**src/rtl/ahb_slave_ctrl_if.sv**
```systemverilog
// ahb_slave_ctrl_if: AHB-Lite slave bus plus FIFO flags and register/FIFO access strobes.
interface ahb_slave_ctrl_if #(
  parameter int ADDR_W   = 7,
  parameter int SR_BYTES = 2,
  parameter int ER_BYTES = 2
);
  logic                hsel;
  logic [1:0]          htrans;
  logic [ADDR_W-1:0]   haddr;
  logic [2:0]          hsize;
  logic                hwrite;
  logic                hready;
  logic                rx_empty;
  logic                tx_full;
  logic                hready_out;
  logic                hresp;
  logic                get_rx_data;
  logic                store_tx_data;
  logic [SR_BYTES-1:0] sr_read;
  logic [ER_BYTES-1:0] er_read;
  logic                bo_read;
  logic                ts_read;
  logic                ts_write;
  modport master (
    output hsel, htrans, haddr, hsize, hwrite, hready, rx_empty, tx_full,
    input  hready_out, hresp, get_rx_data, store_tx_data, sr_read, er_read, bo_read, ts_read, ts_write
  );
  modport slave (
    input  hsel, htrans, haddr, hsize, hwrite, hready, rx_empty, tx_full,
    output hready_out, hresp, get_rx_data, store_tx_data, sr_read, er_read, bo_read, ts_read, ts_write
  );
endinterface

```
**src/rtl/ahb_slave_ctrl.sv**
```systemverilog
// ahb_slave_ctrl: AHB-Lite slave front-end decoding CSR/FIFO accesses into one-cycle strobes.
// Optional wait-state timeout to ERROR is enabled by defining AHB_WAIT_TIMEOUT_EN.
module ahb_slave_ctrl #(
  parameter int ADDR_W   = 7,
  parameter int SR_BYTES = 2,
  parameter int ER_BYTES = 2,
  parameter int SR_OFF   = 0,
  parameter int ER_OFF   = 2,
  parameter int BO_OFF   = 4,
  parameter int TS_OFF   = 8,
  parameter int WAIT_MAX = 15
) (
  input logic clk,
  input logic n_rst,
  ahb_slave_ctrl_if.slave bus
);
  localparam logic [2:0] IDLE = 3'd0, DATA = 3'd1, WAIT = 3'd2, ERR1 = 3'd3, ERR2 = 3'd4;
  logic [2:0] state, state_n;
  logic [ADDR_W-1:0] addr;
  logic [2:0] size;
  logic wr, csr, acc, err, blocked, done, rd_csr;
  logic [SR_BYTES-1:0] sr_v;
  logic [ER_BYTES-1:0] er_v;
  logic bo_v, ts_v;
  // A CSR access is legal only if every covered byte lands on a mapped register byte
  always_comb begin
    int o, nb;
    o = int'(addr[ADDR_W-2:0]);
    nb = 1 << size[1:0];
    for (int i = 0; i < SR_BYTES; i++) sr_v[i] = SR_OFF + i >= o && SR_OFF + i < o + nb;
    for (int i = 0; i < ER_BYTES; i++) er_v[i] = ER_OFF + i >= o && ER_OFF + i < o + nb;
    bo_v = BO_OFF >= o && BO_OFF < o + nb;
    ts_v = TS_OFF >= o && TS_OFF < o + nb;
    err = size > 3'd2 || (size == 3'd1 && addr[0]) || (size == 3'd2 && addr[1:0] != 2'd0)
      || (csr && (wr ? !(size == 3'd0 && o == TS_OFF) : $countones({sr_v, er_v, bo_v, ts_v}) != nb));
  end
  assign csr = addr[ADDR_W-1];
  assign blocked = !csr && (wr ? bus.tx_full : bus.rx_empty);
  assign done = (state == DATA && !err && !blocked) || (state == WAIT && !blocked);
  assign rd_csr = done && csr && !wr;
  assign bus.hready_out = state == IDLE || state == ERR2 || done;
  assign bus.hresp = state == ERR1 || state == ERR2;
  assign acc = bus.hsel && bus.htrans[1] && bus.hready && bus.hready_out;
  assign bus.get_rx_data = done && !csr && !wr;
  assign bus.store_tx_data = done && !csr && wr;
  assign bus.sr_read = rd_csr ? sr_v : '0;
  assign bus.er_read = rd_csr ? er_v : '0;
  assign bus.bo_read = rd_csr && bo_v;
  assign bus.ts_read = rd_csr && ts_v;
  assign bus.ts_write = done && csr && wr;
`ifdef AHB_WAIT_TIMEOUT_EN
  localparam int CW = $clog2(WAIT_MAX + 1);
  logic [CW-1:0] cnt, cnt_n;
  always_ff @(posedge clk or negedge n_rst)
    if (!n_rst) cnt <= '0;
    else cnt <= cnt_n;
`endif
  always_comb begin
    state_n = bus.hready_out ? (acc ? DATA : IDLE)
      : state == ERR1 ? ERR2
      : state == DATA && err ? ERR1 : WAIT;
`ifdef AHB_WAIT_TIMEOUT_EN
    cnt_n = state == WAIT && !done ? cnt + 1'b1 : '0;
    if (cnt_n == CW'(WAIT_MAX)) state_n = ERR1;
`endif
  end
  always_ff @(posedge clk or negedge n_rst)
    if (!n_rst) begin
      state <= IDLE;
      addr <= '0;
      size <= '0;
      wr <= 1'b0;
    end else begin
      state <= state_n;
      if (acc) begin
        addr <= bus.haddr;
        size <= bus.hsize;
        wr <= bus.hwrite;
      end
    end
endmodule

```
**src/flat_wrapper.sv**
```systemverilog
// flat-port wrapper written by rule: the top's interface ports become plain ports
module ahb_slave_ctrl_flat 
#(
  parameter int ADDR_W   = 7,
  parameter int SR_BYTES = 2,
  parameter int ER_BYTES = 2,
  parameter int SR_OFF   = 0,
  parameter int ER_OFF   = 2,
  parameter int BO_OFF   = 4,
  parameter int TS_OFF   = 8,
  parameter int WAIT_MAX = 15
)
  (clk, n_rst, bus_hsel, bus_htrans, bus_haddr, bus_hsize, bus_hwrite, bus_hready, bus_rx_empty, bus_tx_full, bus_hready_out, bus_hresp, bus_get_rx_data, bus_store_tx_data, bus_sr_read, bus_er_read, bus_bo_read, bus_ts_read, bus_ts_write);
  ahb_slave_ctrl_if #(.ADDR_W(ADDR_W), .SR_BYTES(SR_BYTES), .ER_BYTES(ER_BYTES)) bus_i ();
  input logic clk;
  input logic n_rst;
  input wire logic [$bits(bus_i.hsel)-1:0] bus_hsel;
  input wire logic [$bits(bus_i.htrans)-1:0] bus_htrans;
  input wire logic [$bits(bus_i.haddr)-1:0] bus_haddr;
  input wire logic [$bits(bus_i.hsize)-1:0] bus_hsize;
  input wire logic [$bits(bus_i.hwrite)-1:0] bus_hwrite;
  input wire logic [$bits(bus_i.hready)-1:0] bus_hready;
  input wire logic [$bits(bus_i.rx_empty)-1:0] bus_rx_empty;
  input wire logic [$bits(bus_i.tx_full)-1:0] bus_tx_full;
  output wire logic [$bits(bus_i.hready_out)-1:0] bus_hready_out;
  output wire logic [$bits(bus_i.hresp)-1:0] bus_hresp;
  output wire logic [$bits(bus_i.get_rx_data)-1:0] bus_get_rx_data;
  output wire logic [$bits(bus_i.store_tx_data)-1:0] bus_store_tx_data;
  output wire logic [$bits(bus_i.sr_read)-1:0] bus_sr_read;
  output wire logic [$bits(bus_i.er_read)-1:0] bus_er_read;
  output wire logic [$bits(bus_i.bo_read)-1:0] bus_bo_read;
  output wire logic [$bits(bus_i.ts_read)-1:0] bus_ts_read;
  output wire logic [$bits(bus_i.ts_write)-1:0] bus_ts_write;
  assign bus_i.hsel = bus_hsel;
  assign bus_i.htrans = bus_htrans;
  assign bus_i.haddr = bus_haddr;
  assign bus_i.hsize = bus_hsize;
  assign bus_i.hwrite = bus_hwrite;
  assign bus_i.hready = bus_hready;
  assign bus_i.rx_empty = bus_rx_empty;
  assign bus_i.tx_full = bus_tx_full;
  assign bus_hready_out = bus_i.hready_out;
  assign bus_hresp = bus_i.hresp;
  assign bus_get_rx_data = bus_i.get_rx_data;
  assign bus_store_tx_data = bus_i.store_tx_data;
  assign bus_sr_read = bus_i.sr_read;
  assign bus_er_read = bus_i.er_read;
  assign bus_bo_read = bus_i.bo_read;
  assign bus_ts_read = bus_i.ts_read;
  assign bus_ts_write = bus_i.ts_write;
  ahb_slave_ctrl #(.ADDR_W(ADDR_W), .SR_BYTES(SR_BYTES), .ER_BYTES(ER_BYTES), .SR_OFF(SR_OFF), .ER_OFF(ER_OFF), .BO_OFF(BO_OFF), .TS_OFF(TS_OFF), .WAIT_MAX(WAIT_MAX)) u_core (.clk(clk), .n_rst(n_rst), .bus(bus_i));
endmodule
```
**config.mk**
```make
export PLATFORM = sky130hd
export DESIGN_NAME = ahb_slave_ctrl_flat
export DESIGN_NICKNAME = d
export VERILOG_FILES = /design/src/rtl/ahb_slave_ctrl_if.sv /design/src/rtl/ahb_slave_ctrl.sv /design/src/flat_wrapper.sv
export SDC_FILE = /design/constraint.sdc
export NUM_CORES = 1
export LEC_CHECK = 0
export BUFFER_PORTS_ARGS = -buffer_cell sky130_fd_sc_hd__buf_2
export CAP_MARGIN = 20
export CORE_MARGIN = 10
export CORE_UTILIZATION = 40
export CTS_CLUSTER_DIAMETER = 30
export DETAILED_ROUTE_END_ITERATION = 6
export PLACE_DENSITY = 0.64
export RECOVER_POWER = 100
export REMOVE_ABC_BUFFERS = 1
export SETUP_SLACK_MARGIN = 0.3
export SLEW_MARGIN = 40
export SYNTH_ARGS = -nofsm -noshare
export SYNTH_HDL_FRONTEND = slang
export SYNTH_SLANG_ARGS = --single-unit
```
**constraint.sdc**
```tcl
create_clock -name clk -period 10.45 [get_ports clk]
set_input_delay 1.045 -clock clk [delete_from_list [all_inputs] [get_ports clk]]
set_output_delay 1.045 -clock clk [all_outputs]
set_load 0.02 [all_outputs]
```
# Word level (Yosys, flattened, before mapping)
# Index checks and enable logic that the tools add are counted.
op_classes:
  addsub: 6
  magnitude_cmp: 13
  eq_ne: 8
  shift: 1
  mux: 8
  n_reduce_logical: 41
op_table:
  columns: ["cell", "count"]
  rows:
  - ["32-bit adder", 2]
  - ["3-bit by 32-bit less-than comparator with 1-bit output (first input constant)", 2]
  - ["7-bit by 32-bit adder with 32-bit output", 1]
  - ["1-bit by 32-bit less-than comparator with 1-bit output (first input constant)", 1]
  - ["2-bit by 32-bit less-than comparator with 1-bit output (first input constant)", 1]
  - ["4-bit by 32-bit less-than comparator with 1-bit output (first input constant)", 1]
  - ["5-bit by 32-bit less-than comparator with 1-bit output (first input constant)", 1]
  - ["32-bit inequality test", 1]
  - ["1-bit by 2-bit << shifter with 32-bit output (first input constant)", 1]
  - ["1-bit logical AND", 26]
  - ["1-bit by 6-bit >= comparator with 1-bit output (first input constant)", 2]
  - ["2-bit by 6-bit >= comparator with 1-bit output (first input constant)", 2]
  - ["3-bit by 2-bit == test with 1-bit output (second input constant)", 3]
  - ["1-bit logical OR", 7]
  - ["1-bit by 1-bit adder with 2-bit output", 3]
  - ["3-bit by 1-bit == test with 1-bit output (second input constant)", 2]
  - ["6-bit by 5-bit == test with 1-bit output (second input constant)", 1]
  - ["3-bit by 6-bit >= comparator with 1-bit output (first input constant)", 1]
  - ["4-bit by 6-bit >= comparator with 1-bit output (first input constant)", 1]
  - ["3-bit logical NOT", 2]
  - ["3-bit two-way mux", 2]
  - ["1-bit logical NOT", 5]
  - ["1-bit two-way mux", 4]
  - ["2-bit two-way mux", 2]
  - ["other kinds (3)", 3]
word_totals:
  reg_bits: 14
  input_bits: 19

# Longest topological paths before layout
# Gate-level depths: netlist (run 1).
logic_depth:
  ltp_word: 19
  depth_mapped: 23

# Worst setup path after synthesis (run 1)
# OpenSTA, ideal clock, no wires.
synth_path:
  path_kind: "register to output"
  from: "reg u_core.size[1]"
  to: "out bus_sr_read[0]"
  t_arrival_ps: 5149
  path_slack_ps: 4256
  path_stages_with_launch: 21
  n_path_buf: 1
  cell_sequence: "dfrtp_1 > buf_4 > nor2_1 > ha_1 > inv_1 > fa_1 > or3_1 > a21oi_1 > a31oi_1 > nor4b_4 > a211oi_1 > ha_1 > fa_1 > ha_1 > ha_1 > nor2b_1 > o22ai_1 > a21oi_1 > o311ai_4 > o211ai_1 > a2111oi_2"
synth_between:
  elab_chain_len: 18
synth_lines:
  columns: ["element", "line", "text"]
  rows:
  - ["start, declared", "ahb_slave_ctrl.sv:20", "logic [2:0] size;"]
  - ["start signal, assigned", "ahb_slave_ctrl.sv:77", "size <= bus.hsize;"]
  - ["1-bit by 2-bit << shifter with 32-bit output", "ahb_slave_ctrl.sv:29", "nb = 1 << size[1:0];"]
  - ["7-bit by 32-bit adder with 32-bit output", null, null]
  - ["5-bit by 32-bit less-than comparator with 1-bit output, or another cell as far along", "ahb_slave_ctrl.sv:33", "ts_v = TS_OFF >= o && TS_OFF < o + nb;"]
  - ["1-bit logical AND, on equally long branches", "ahb_slave_ctrl.sv:33, ahb_slave_ctrl.sv:31, ahb_slave_ctrl.sv:32", null]
  - ["1-bit by 1-bit adder with 2-bit output (implied by the code)", "ahb_slave_ctrl.sv:35", "|| (csr && (wr ? !(size == 3'd0 && o == TS_OFF) : $countones({sr_v, er_v, bo_v, ts_v}) != nb));"]
  - ["32-bit adder (implied by the code) (2 in series)", "ahb_slave_ctrl.sv:35", null]
  - ["32-bit inequality test", "ahb_slave_ctrl.sv:35", null]
  - ["1-bit two-way mux", "ahb_slave_ctrl.sv:35", null]
  - ["1-bit logical AND", "ahb_slave_ctrl.sv:35", null]
  - ["1-bit logical OR", "ahb_slave_ctrl.sv:35", null]
  - ["1-bit logical NOT", "ahb_slave_ctrl.sv:39", "assign done = (state == DATA && !err && !blocked) || (state == WAIT && !blocked);"]
  - ["1-bit logical AND (2 in series)", "ahb_slave_ctrl.sv:39", null]
  - ["1-bit logical OR", "ahb_slave_ctrl.sv:39", null]
  - ["1-bit logical AND (2 in series)", "ahb_slave_ctrl.sv:40", "assign rd_csr = done && csr && !wr;"]
  - ["2-bit two-way mux (*)", "ahb_slave_ctrl.sv:46", "assign bus.sr_read = rd_csr ? sr_v : '0;"]
  - ["end, declared", "flat_wrapper.sv:29", "output wire logic [$bits(bus_i.sr_read)-1:0] bus_sr_read;"]
# Every way passes the cells marked *; elsewhere a longest branch is shown, timed or not.

# Final worst setup path (run 1)
# Same ends and word-level chain as after synthesis.

==> results of run 1 <==
## registers in the layout, indices dropped and copies added, names as in the netlist
signal / flops
u_core.wr: 1
u_core.size: 3
u_core.addr: 7
u_core.state: 3
## how the worst max path moves through the flow
stage                   start        endpoint  cells after the start
2_1_floorplan  u_core.size[1]  bus_sr_read[0]                     19
3_3_place_gp   u_core.size[1]  bus_sr_read[0]                     20
3_5_place_dp   u_core.size[1]  bus_sr_read[0]                     20
4_1_cts        u_core.size[1]  bus_sr_read[0]                     20
5_1_grt        u_core.size[1]  bus_sr_read[0]                     20
6_report       u_core.size[1]  bus_sr_read[0]                     20
## power breakdown
part | switching, W | internal [W] | leakage [nW] | total, W
Combinational | 0.000166 | 0.000141 | 0.509 | 0.000307
Clock | 0.0000166 | 0.0000212 | 0.0210 | 0.0000378
Sequential | 0.0000509 | 0.0000798 | 0.170 | 0.000131
Total | 0.000234 | 0.000241 | 0.701 | 0.000475
## layout make-up
class | count | share of cell area
sequential | 14 | 0.230
tap | 46 | 0.0378
multi-input combinational | 113 | 0.588
timing repair buffer | 28 | 0.0837
inverter | 15 | 0.0369
clock buffer | 4 | 0.0238
## cell families (layout without fill, tap and decap cells)
logic type	count (synthesis)	after routing	share of synthesized area
xor gates and xnor gates	2	2	0.0126
and+or+nand+nor	49	49	0.211
AOI/OAI and AO/OA	39	39	0.223
adders and majority gates	12	12	0.123
buffers and inverters	21	47	0.0668
DFF	14	14	0.253
muxes	11	11	0.110
## stage by stage
stage	setup slack, ns	power [W]	utilization
floorplan	4.29	0.000386	-
global placement	3.95	0.000448	0.463
detailed placement	3.78	0.000461	0.463
CTS	3.46	0.000503	0.474
global route	1.63	0.000524	0.457
finish	2.20	0.000475	0.457
## layer usage
layer,wire (um),track usage,part of all wire
met5,0,0,0
met4,48,0.0502,0.015
met3,151,0.0180,0.046
met2,1630,0.192,0.50
met1,1440,0.127,0.44
## cell usage in the layout, fill, tap and decap left out, drive strengths merged, types with 4 or more instances in the layout
| cell type | instances |
|---|---|
| inv | 15 |
| nor2b | 6 |
| a211oi | 5 |
| nor2 | 11 |
| clkbuf | 14 |
| dfrtp | 14 |
| nand2b | 6 |
| buf | 18 |
| o22ai | 4 |
| ha | 8 |
| nand2 | 5 |
| mux2 | 10 |
| o21ai | 4 |
| a21oi | 7 |
## worst reg2reg max path, cell delays in order, from the launching register on
cell and delay (ns):
dfrtp_1 0.51, nor2_1 0.25, ha_1 0.24, inv_1 0.07
fa_1 0.43, or3_1 0.39, a21oi_1 0.14, a31oi_1 0.06
nor4b_1 1.07, a211oi_1 0.25, ha_1 0.36, fa_1 0.42
ha_1 0.19, ha_1 0.33, and4bb_2 0.25, a31oi_1 0.17
o31a_1 0.15, o311ai_0 0.27, a21oi_1 1.12, mux2_2 0.43
==> results by group, run 1 <==
Timing
  – Clk_skew: 0.00244 ns
  – Unrepaired setup endpoints after global routing: false
  – Max transition margin: 0.111
  – TNS Setup: 0 ns
  – Final setup fails: 0
  – Tcrit/Tclk final: 0.790
  – Endpoints failing hold: 0
  – Hold Worst Slack: 0.559 ns
  – Slew Viols, Final: 0
  – Worst Tran Pin Value: 1.33 ns
  – Final min period: 8.25 ns
  – FMAX: 121 MHz

Finish
  – Fillers: 345
  – Layout area overhead: 10.0%
  – Final nets: 205
  – Final Instance Area: 1520 um^2
  – N_diodes: 0
  – Final Non-Filler Cells: 220
  – Area of the multi-input gates: 896 um^2
  – Register area: 350 um^2
  – Share of cells above drive strength 1: 0.236

Yosys
  – Post-synth EDFFs: 0
  – Commonest cells in the netlist: dfrtp_1, inv_1, nor2_1
  – Most used flip-flop cell after synthesis: dfrtp_1
  – Post-synthesis sequential area ratio: 0.253
  – Post-Syn Area: 1390 um^2
  – Top post-synthesis cells by area: dfrtp_1, mux2_4, ha_1
  – Asr flop ratio synth: 1.00
  – Yosys warnings: 0
  – Post-Syn Area per Cell: 9.36 um^2
  – Top-area cell type share of the netlist area: 0.253
  – Post-Syn Instances: 148
  – Top cell type by total area after synthesis: dfrtp_1
  – Register bit total from synthesis: 14
  – Distinct cells, synth: 50

Worst setup path
  – Critical Path Fanout Max: 11
  – Buffers plus inverters on the worst setup path: 2
  – Highest-delay cell along the critical path: nor4b_1
  – Flop2flop setup slack: 3.23 ns
  – Critical Path AT: 7.21 ns
  – CP top delay family: compound AO/OA/AOI/OAI gates
  – Reg2Reg Launch Point: u_core.size[1]
  – Critical path type: flop to output port
  – CP Cell Sequence: nor2_1 > ha_1 > inv_1 > fa_1 > or3_1 > a21oi_1 > a31oi_1 > nor4b_1 > a211oi_1 > ha_1 > fa_1 > ha_1 > ha_1 > and4bb_2 > a31oi_1 > o31a_1 > o311ai_0 > o211ai_1 > a2111oi_0 > buf_2
  – Crit Reg-Reg Endpoint: u_core.addr[6]
  – Startpoint Class: flop
  – Cell mode on critical path: ha_1
  – Crit-path max cell delay: 1.07 ns
  – Reg2Reg Depth: 19
  – Endpoint class of the critical path: output port
  – Worst Path Required: 9.41 ns

Floorplan
  – Initial Util: 0.415
  – Std-Cell Rows: 21
  – Die area: 6220 um^2
  – Die H: 78.8 um
  – Core ar.: 3340 um^2
  – Chip Width: 78.8 um
  – I/O pin cnt: 30

Detailed routing
  – Final wirelength: 3280 um
  – Vias: 1239
  – DR WL/cell: 14.9 um
  – DRC: 0
  – Pre-antenna DRT Iters: 4
  – Detail Route Antenna Nets: 0
  – DR vias/cell: 5.63
  – 1st-iter DRT viols: 37

Global route
  – Pin count of the biggest net entering global routing: 15
  – Antenna violations before repair: 0
  – First-pass GRT wire length: 5710 um
  – Vias in the first global route: 1276
  – GRT Util Overall: 0.109
  – Grt ovf: 0

Worst hold path
  – Hold path depth: 1
  – HP Class: flop to flop
  – Worst Hold Path EP: u_core.addr[4]
  – Hold Crit Start: u_core.addr[4]

CTS
  – Resize count post-CTS: 0
  – Worst-Skew Late Latency: 0.28 ns
  – Root buffer cell: clkbuf_4
  – Clk slew on worst S/H paths: 0.08 ns
  – Cts bufs inserted: 3
  – CTS tree: built
  – CTS H-tree depth: 1
  – # hold bufs at CTS: 0
  – # clock sinks: 14
  – Post-CTS Setup Bufs: 0
  – Clk buf depth: 2

Placed design
  – Port bufs: 28
  – DPL Wire Length: 2700 um
  – DP Cell Count: 216
  – Placed Area: 1550 um^2
  – GPL Wtd Cong: 0.858

Power
  – Pwr/cell area: 312 nW/um^2
  – VDD IR max: 0.134 mV
  – Leakage: 0.701 nW

Run
  – Max-capacitance violation count: 0

Status
  – Outcome: completed
Note: power is estimated with default switching activity, not from simulation.
==> run 2: changes to the inputs <==
Clock period 10.45 ns to 8.1 ns, I/O delays scaled along.
==> run 2 against run 1 <==
  * Sequential share of layout area fell by 0.41 points
  * Critical endpoint unchanged
  * Combinational power grew 35%
  * Design area increased by 1.8%
  * Global-route usage fell by 0.44 points
  * Highest routed layer unchanged
  * Total power rose by 33%
  * Critical path depth stayed put
==> results by group, run 2 (synthesis gave the netlist of run 1 again) <==
Detailed routing
  – Pre-antenna DRT Iters: 4
  – Vias: 1210
  – Final wirelength: 3200 um
  – 1st-iter DRT viols: 57
  – DR vias/cell: 5.50
  – DR WL met2: 1640 um
  – Met3 WL: 118 um
  – DRC: 0
  – DR WL/cell: 14.6 um
  – Detail Route Antenna Nets: 0
  – DRT met1 WL: 1420 um
  – Top layer in use: met4

CTS
  – Clk buf depth: 2
  – Cts bufs inserted: 3
  – CTS tree: built
  – Clk slew on worst S/H paths: 0.08 ns
  – Post-CTS Setup Bufs: 0
  – Resize count post-CTS: 0
  – # hold bufs at CTS: 0
  – Root buffer cell: clkbuf_4
  – # clock sinks: 14
  – CTS H-tree depth: 1
  – Worst-Skew Late Latency: 0.27 ns

Finish
  – Most common cell after layout, fill and taps aside: buf_2
  – Share of cells above drive strength 1: 0.241
  – Max FFs per register: 7
  – Fillers: 346
  – Regs by FF count: u_core.addr: 7 flops, u_core.size: 3 flops, u_core.state: 3 flops
  – Commonest cells after routing, fill and taps aside: buf_2, inv_1, dfrtp_1
  – N_diodes: 0
  – Largest Register: u_core.addr
  – Layout area overhead: 12.0%
  – Final nets: 205
  – Final Instance Area: 1550 um^2

Timing
  – TNS Setup: 0 ns
  – Worst Tran Pin Value: 1.29 ns
  – Unrepaired setup endpoints after global routing: false
  – FMAX: 149 MHz
  – Endpoints failing hold: 0
  – Slew Viols, Final: 0
  – Max transition margin: 0.142
  – Clk_skew: 0.00459 ns
  – Tcrit/Tclk final: 0.831
  – Final min period: 6.73 ns
  – Final setup fails: 0

Floorplan
  – Die area: 6220 um^2
  – I/O pin cnt: 30
  – Core ar.: 3340 um^2
  – Die H: 78.8 um
  – Initial Util: 0.415
  – Std-Cell Rows: 21
  – Chip Width: 78.8 um

Worst hold path
  – Hold path depth: 2
  – HP Class: flop to flop

Worst setup path
  – Critical Path AT: 5.92 ns
  – CP Cell Sequence: nor2_1 > ha_1 > inv_1 > fa_1 > or3_1 > a21oi_1 > a31oi_1 > nor4b_4 > a211oi_1 > ha_1 > fa_1 > ha_1 > ha_1 > nor2b_1 > o22ai_1 > a21oi_1 > o311ai_4 > o211ai_1 > a2111oi_0 > buf_2
  – Highest-delay cell along the critical path: dfrtp_1
  – Startpoint Class: flop
  – Cell mode on critical path: ha_1
  – Endpoint class of the critical path: output port
  – WP depth: 20
  – Reg2Reg Depth: 19
  – Crit-path max cell delay: 0.51 ns
  – CP top delay family: adder cells
  – Worst Path Required: 7.29 ns
  – Buffers plus inverters on the worst setup path: 2
  – Critical path type: flop to output port
  – Critical Path Fanout Max: 11

Placed design
  – DPL Wire Length: 2670 um
  – Placed Area: 1550 um^2
  – GPL Wtd Cong: 0.858
  – Port bufs: 28

Power
  – Pwr/cell area: 409 nW/um^2
  – Leakage: 0.701 nW
  – VDD IR max: 0.181 mV

Global route
  – First-pass GRT wire length: 5580 um
  – Grt ovf: 0
  – GRT Util Overall: 0.105
  – Antenna violations before repair: 0
  – Pin count of the biggest net entering global routing: 15
  – Vias in the first global route: 1267

Run
  – Max-capacitance violation count: 0

Status
  – Outcome: completed
==> run 2: cell type report <==
cell class                      count  area (um^2)  share of cell area
Clock buffer                        4         36.3              0.0234
Sequential cell                    14          350               0.226
Timing Repair Buffer               28          126              0.0815
Multi-Input combinational cell    113          925               0.596
Tap cell                           46         57.6              0.0371
Inverter                           15         56.3              0.0363
==> run 2: worst paths after layout <==
path | from | to | slack, ns
min in group asynchronous | n_rst | u_core.wr | 0.57
max in group asynchronous | n_rst | u_core.addr[1] | 7.05
max | u_core.size[1] | bus_sr_read[0] | 1.37
min | u_core.size[2] | u_core.size[2] | 0.56
min reg2reg | u_core.size[2] | u_core.size[2] | 0.56
max reg2reg | u_core.size[1] | u_core.size[1] | 1.86
==> run 2: power by group <==
part / total (W) / switching, W / internal, W
sequential: 0.000171 / 0.0000679 / 0.000103
clock: 0.0000485 / 0.0000212 / 0.0000273
combinational: 0.000415 / 0.000226 / 0.000189
==> run 2: worst register-to-register path: stages (launching register included) <==
cell and delay [ns]:
dfrtp_1 0.51, nor2_1 0.22, ha_1 0.23, inv_1 0.07
fa_1 0.45, or3_1 0.40, a21oi_1 0.12, a31oi_1 0.08
nor4b_4 0.45, a211oi_1 0.17, ha_1 0.32, fa_1 0.42
ha_1 0.19, ha_1 0.32, and4bb_2 0.25, a31oi_1 0.15
o31a_1 0.20, o311ai_4 0.12, a21oi_1 1.01, mux2_2 0.44
==> run 2: metal layers <==
metal,vias to the layer above,GRT usage
met3,4,0.0203
met5,-,0
met1,578,0.123
li1,601,-
met4,0,0.0197
met2,27,0.193
==> run 2: per-stage QoR <==
step | instances | hold slack (ns) | setup slack [ns] | utilization | power [W]
global route | 220 | 0.583 | 0.885 | 0.465 | 0.000697
global placement | 216 | 0.539 | 1.83 | 0.463 | 0.000578
CTS | 220 | 0.424 | 1.40 | 0.474 | 0.000646
detailed placement | 216 | 0.544 | 1.71 | 0.463 | 0.000595
floorplan | 142 | 0.505 | 2.18 | - | 0.000498
finish | 220 | 0.558 | 1.37 | 0.465 | 0.000635
==> run 3: changes to the inputs <==
Clock period 8.1 ns to 6.7 ns, I/O delays scaled along.
==> run 3 against run 2 <==
  * Worst hold slack got worse by 0.14 ns
  * Routed wire length grew 4.8%
  * First-iteration DRC count fell by 21%
==> results by group, run 3 (synthesis gave the netlist of run 1 again) <==
Worst setup path
  – Endpoint class of the critical path: output port
  – Worst setup path endpoint: bus_er_read[1]
  – Critical path type: flop to output port
  – Startpoint Class: flop
  – Reg2Reg Launch Point: u_core.size[0]
  – Crit Reg-Reg Endpoint: u_core.addr[1]
  – Worst Path Required: 6.03 ns
  – Reg2Reg Depth: 22
  – Critical Path AT: 5.51 ns
  – Critical Path Fanout Max: 8
  – Flop2flop setup slack: 0.85 ns
  – Worst setup startpoint: u_core.size[0]

Timing
  – Slew Viols, Final: 0
  – Unrepaired setup endpoints after global routing: true
  – Final min period: 6.18 ns
  – TNS Setup: 0 ns
  – Tcrit/Tclk final: 0.922
  – Worst Tran Pin Value: 0.734 ns
  – Clk_skew: 0.00118 ns
  – Endpoints failing hold: 0
  – Final setup fails: 0
  – FMAX: 162 MHz
  – Max transition margin: 0.511

Power
  – Clock share of power: 0.073
  – Pwr/cell area: 503 nW/um^2
  – VDD IR max: 0.214 mV
  – Switching Fraction: 0.489
  – Leakage: 0.757 nW
  – Internal: 0.000426 W
  – Sequential share of power: 0.244
  – Comb pwr share: 0.683
  – Switching power: 0.000408 W

Floorplan
  – I/O pin cnt: 30
  – Core ar.: 3340 um^2
  – Std-Cell Rows: 21
  – Die area: 6220 um^2
  – Die H: 78.8 um
  – Chip Width: 78.8 um
  – Initial Util: 0.415

Global route
  – GRT Util Overall: 0.110
  – Grt ovf: 0
  – First-pass GRT wire length: 5870 um
  – Vias in the first global route: 1343
  – Antenna violations before repair: 0
  – Pin count of the biggest net entering global routing: 15

CTS
  – CTS tree: built
  – Root buffer cell: clkbuf_4
  – # hold bufs at CTS: 0
  – Cts bufs inserted: 3
  – # clock sinks: 14
  – Clk buf depth: 2
  – Worst-Skew Late Latency: 0.28 ns
  – CTS H-tree depth: 1
  – Clk slew on worst S/H paths: 0.08 ns

Detailed routing
  – DR vias/cell: 5.38
  – Pre-antenna DRT Iters: 4
  – 1st-iter DRT viols: 45
  – Final wirelength: 3360 um
  – DRC: 0
  – Detail Route Antenna Nets: 0
  – Vias: 1249
  – DR WL/cell: 14.5 um

Finish
  – Share of cells above drive strength 1: 0.312
  – Commonest cells after routing, fill and taps aside: buf_2, inv_1, buf_4, dfrtp_1
  – Max FFs per register: 7
  – Regs by FF count: u_core.addr: 7 flops, u_core.size: 3 flops, u_core.state: 3 flops
  – Most common cell after layout, fill and taps aside: buf_2
  – Layout area overhead: 19.9%
  – Largest Register: u_core.addr
  – Final Instance Area: 1660 um^2
  – N_diodes: 0
  – Final nets: 217

Placed design
  – DPL Wire Length: 2690 um
  – GPL Wtd Cong: 0.858
  – Placed Area: 1550 um^2
  – Port bufs: 28

Worst hold path
  – HP Class: input port to asynchronous set/reset pin

Status
  – Outcome: completed

Run
  – Max-capacitance violation count: 0
## run 3: worst min-delay path by stage
stage	start	endpoint	slack [ns]	cells past startpoint
after global placement	u_core.addr[4]	u_core.addr[4]	0.54	1
after CTS	n_rst	u_core.state[1]	0.26	1
after detailed placement	u_core.addr[4]	u_core.addr[4]	0.54	1
after global routing	n_rst	u_core.state[1]	0.46	1
after floorplan	n_rst	u_core.addr[0]	0.37	0
final	n_rst	u_core.state[1]	0.41	1
## run 3: through the flow
stage          power [W]  hold slack [ns]  instances   util  setup slack, ns
6_report        0.000834            0.413        232  0.498            0.520
5_1_grt         0.000913            0.461        232  0.498            0.155
4_1_cts         0.000812            0.259        225  0.487            0.359
3_5_place_dp    0.000726            0.543        217  0.466            0.380
3_3_place_gp    0.000700            0.540        217  0.466            0.576
2_1_floorplan   0.000601            0.374        142      -            0.916
## run 3: power by group through the flow
stage          Sequential [W]  Combinational (W)   Clock, W
6_report             0.000204           0.000570  0.0000608
2_1_floorplan        0.000180           0.000422          0
4_1_cts              0.000209           0.000539  0.0000638
5_1_grt              0.000214           0.000635  0.0000641
3_5_place_dp         0.000209           0.000517          0
3_3_place_gp         0.000203           0.000497          0
## run 3: routing by layer
| layer | up-vias | GRT usage | share of wire |
|---|---|---|---|
| li1 | 618 | - | - |
| met1 | 603 | 0.129 | 0.44 |
| met2 | 25 | 0.200 | 0.51 |
| met3 | 3 | 0.0169 | 0.041 |
| met4 | 0 | 0.0376 | 0.010 |
| met5 | - | 0 | 0 |
## run 3: cell type report
class / count / area [um^2]
Inverter: 15 / 56.3
Multi-Input combinational cell: 113 / 937
Timing Repair Buffer: 40 / 221
Fill cell: 341 / 1680
Sequential cell: 14 / 352
Clock buffer: 4 / 36.3
Tap cell: 46 / 57.6
## run 3: timing repair
| action | in CTS | in global routing |
|---|---|---|
| buffers inserted | 4 | 7 |
| resized for setup | 3 | 6 |
| setup endpoints to repair | 5 | 8 |
| pin swaps | 3 | 5 |
## run 3: worst max-delay path, stage by stage, from the launching register on
cell and delay (ns):
dfrtp_1 0.47, nor2_1 0.23, ha_2 0.24, inv_1 0.06, fa_2 0.38, or3_1 0.38
a21oi_1 0.13, a31oi_1 0.09, nor4b_4 0.30, buf_4 0.17, a211oi_1 0.06, ha_1 0.31
fa_1 0.42, ha_1 0.19, ha_1 0.32, and4bb_2 0.25, a31oi_1 0.19, o31a_1 0.22
o311ai_4 0.11, o211ai_1 0.43, nor3_1 0.09, clkbuf_1 0.19
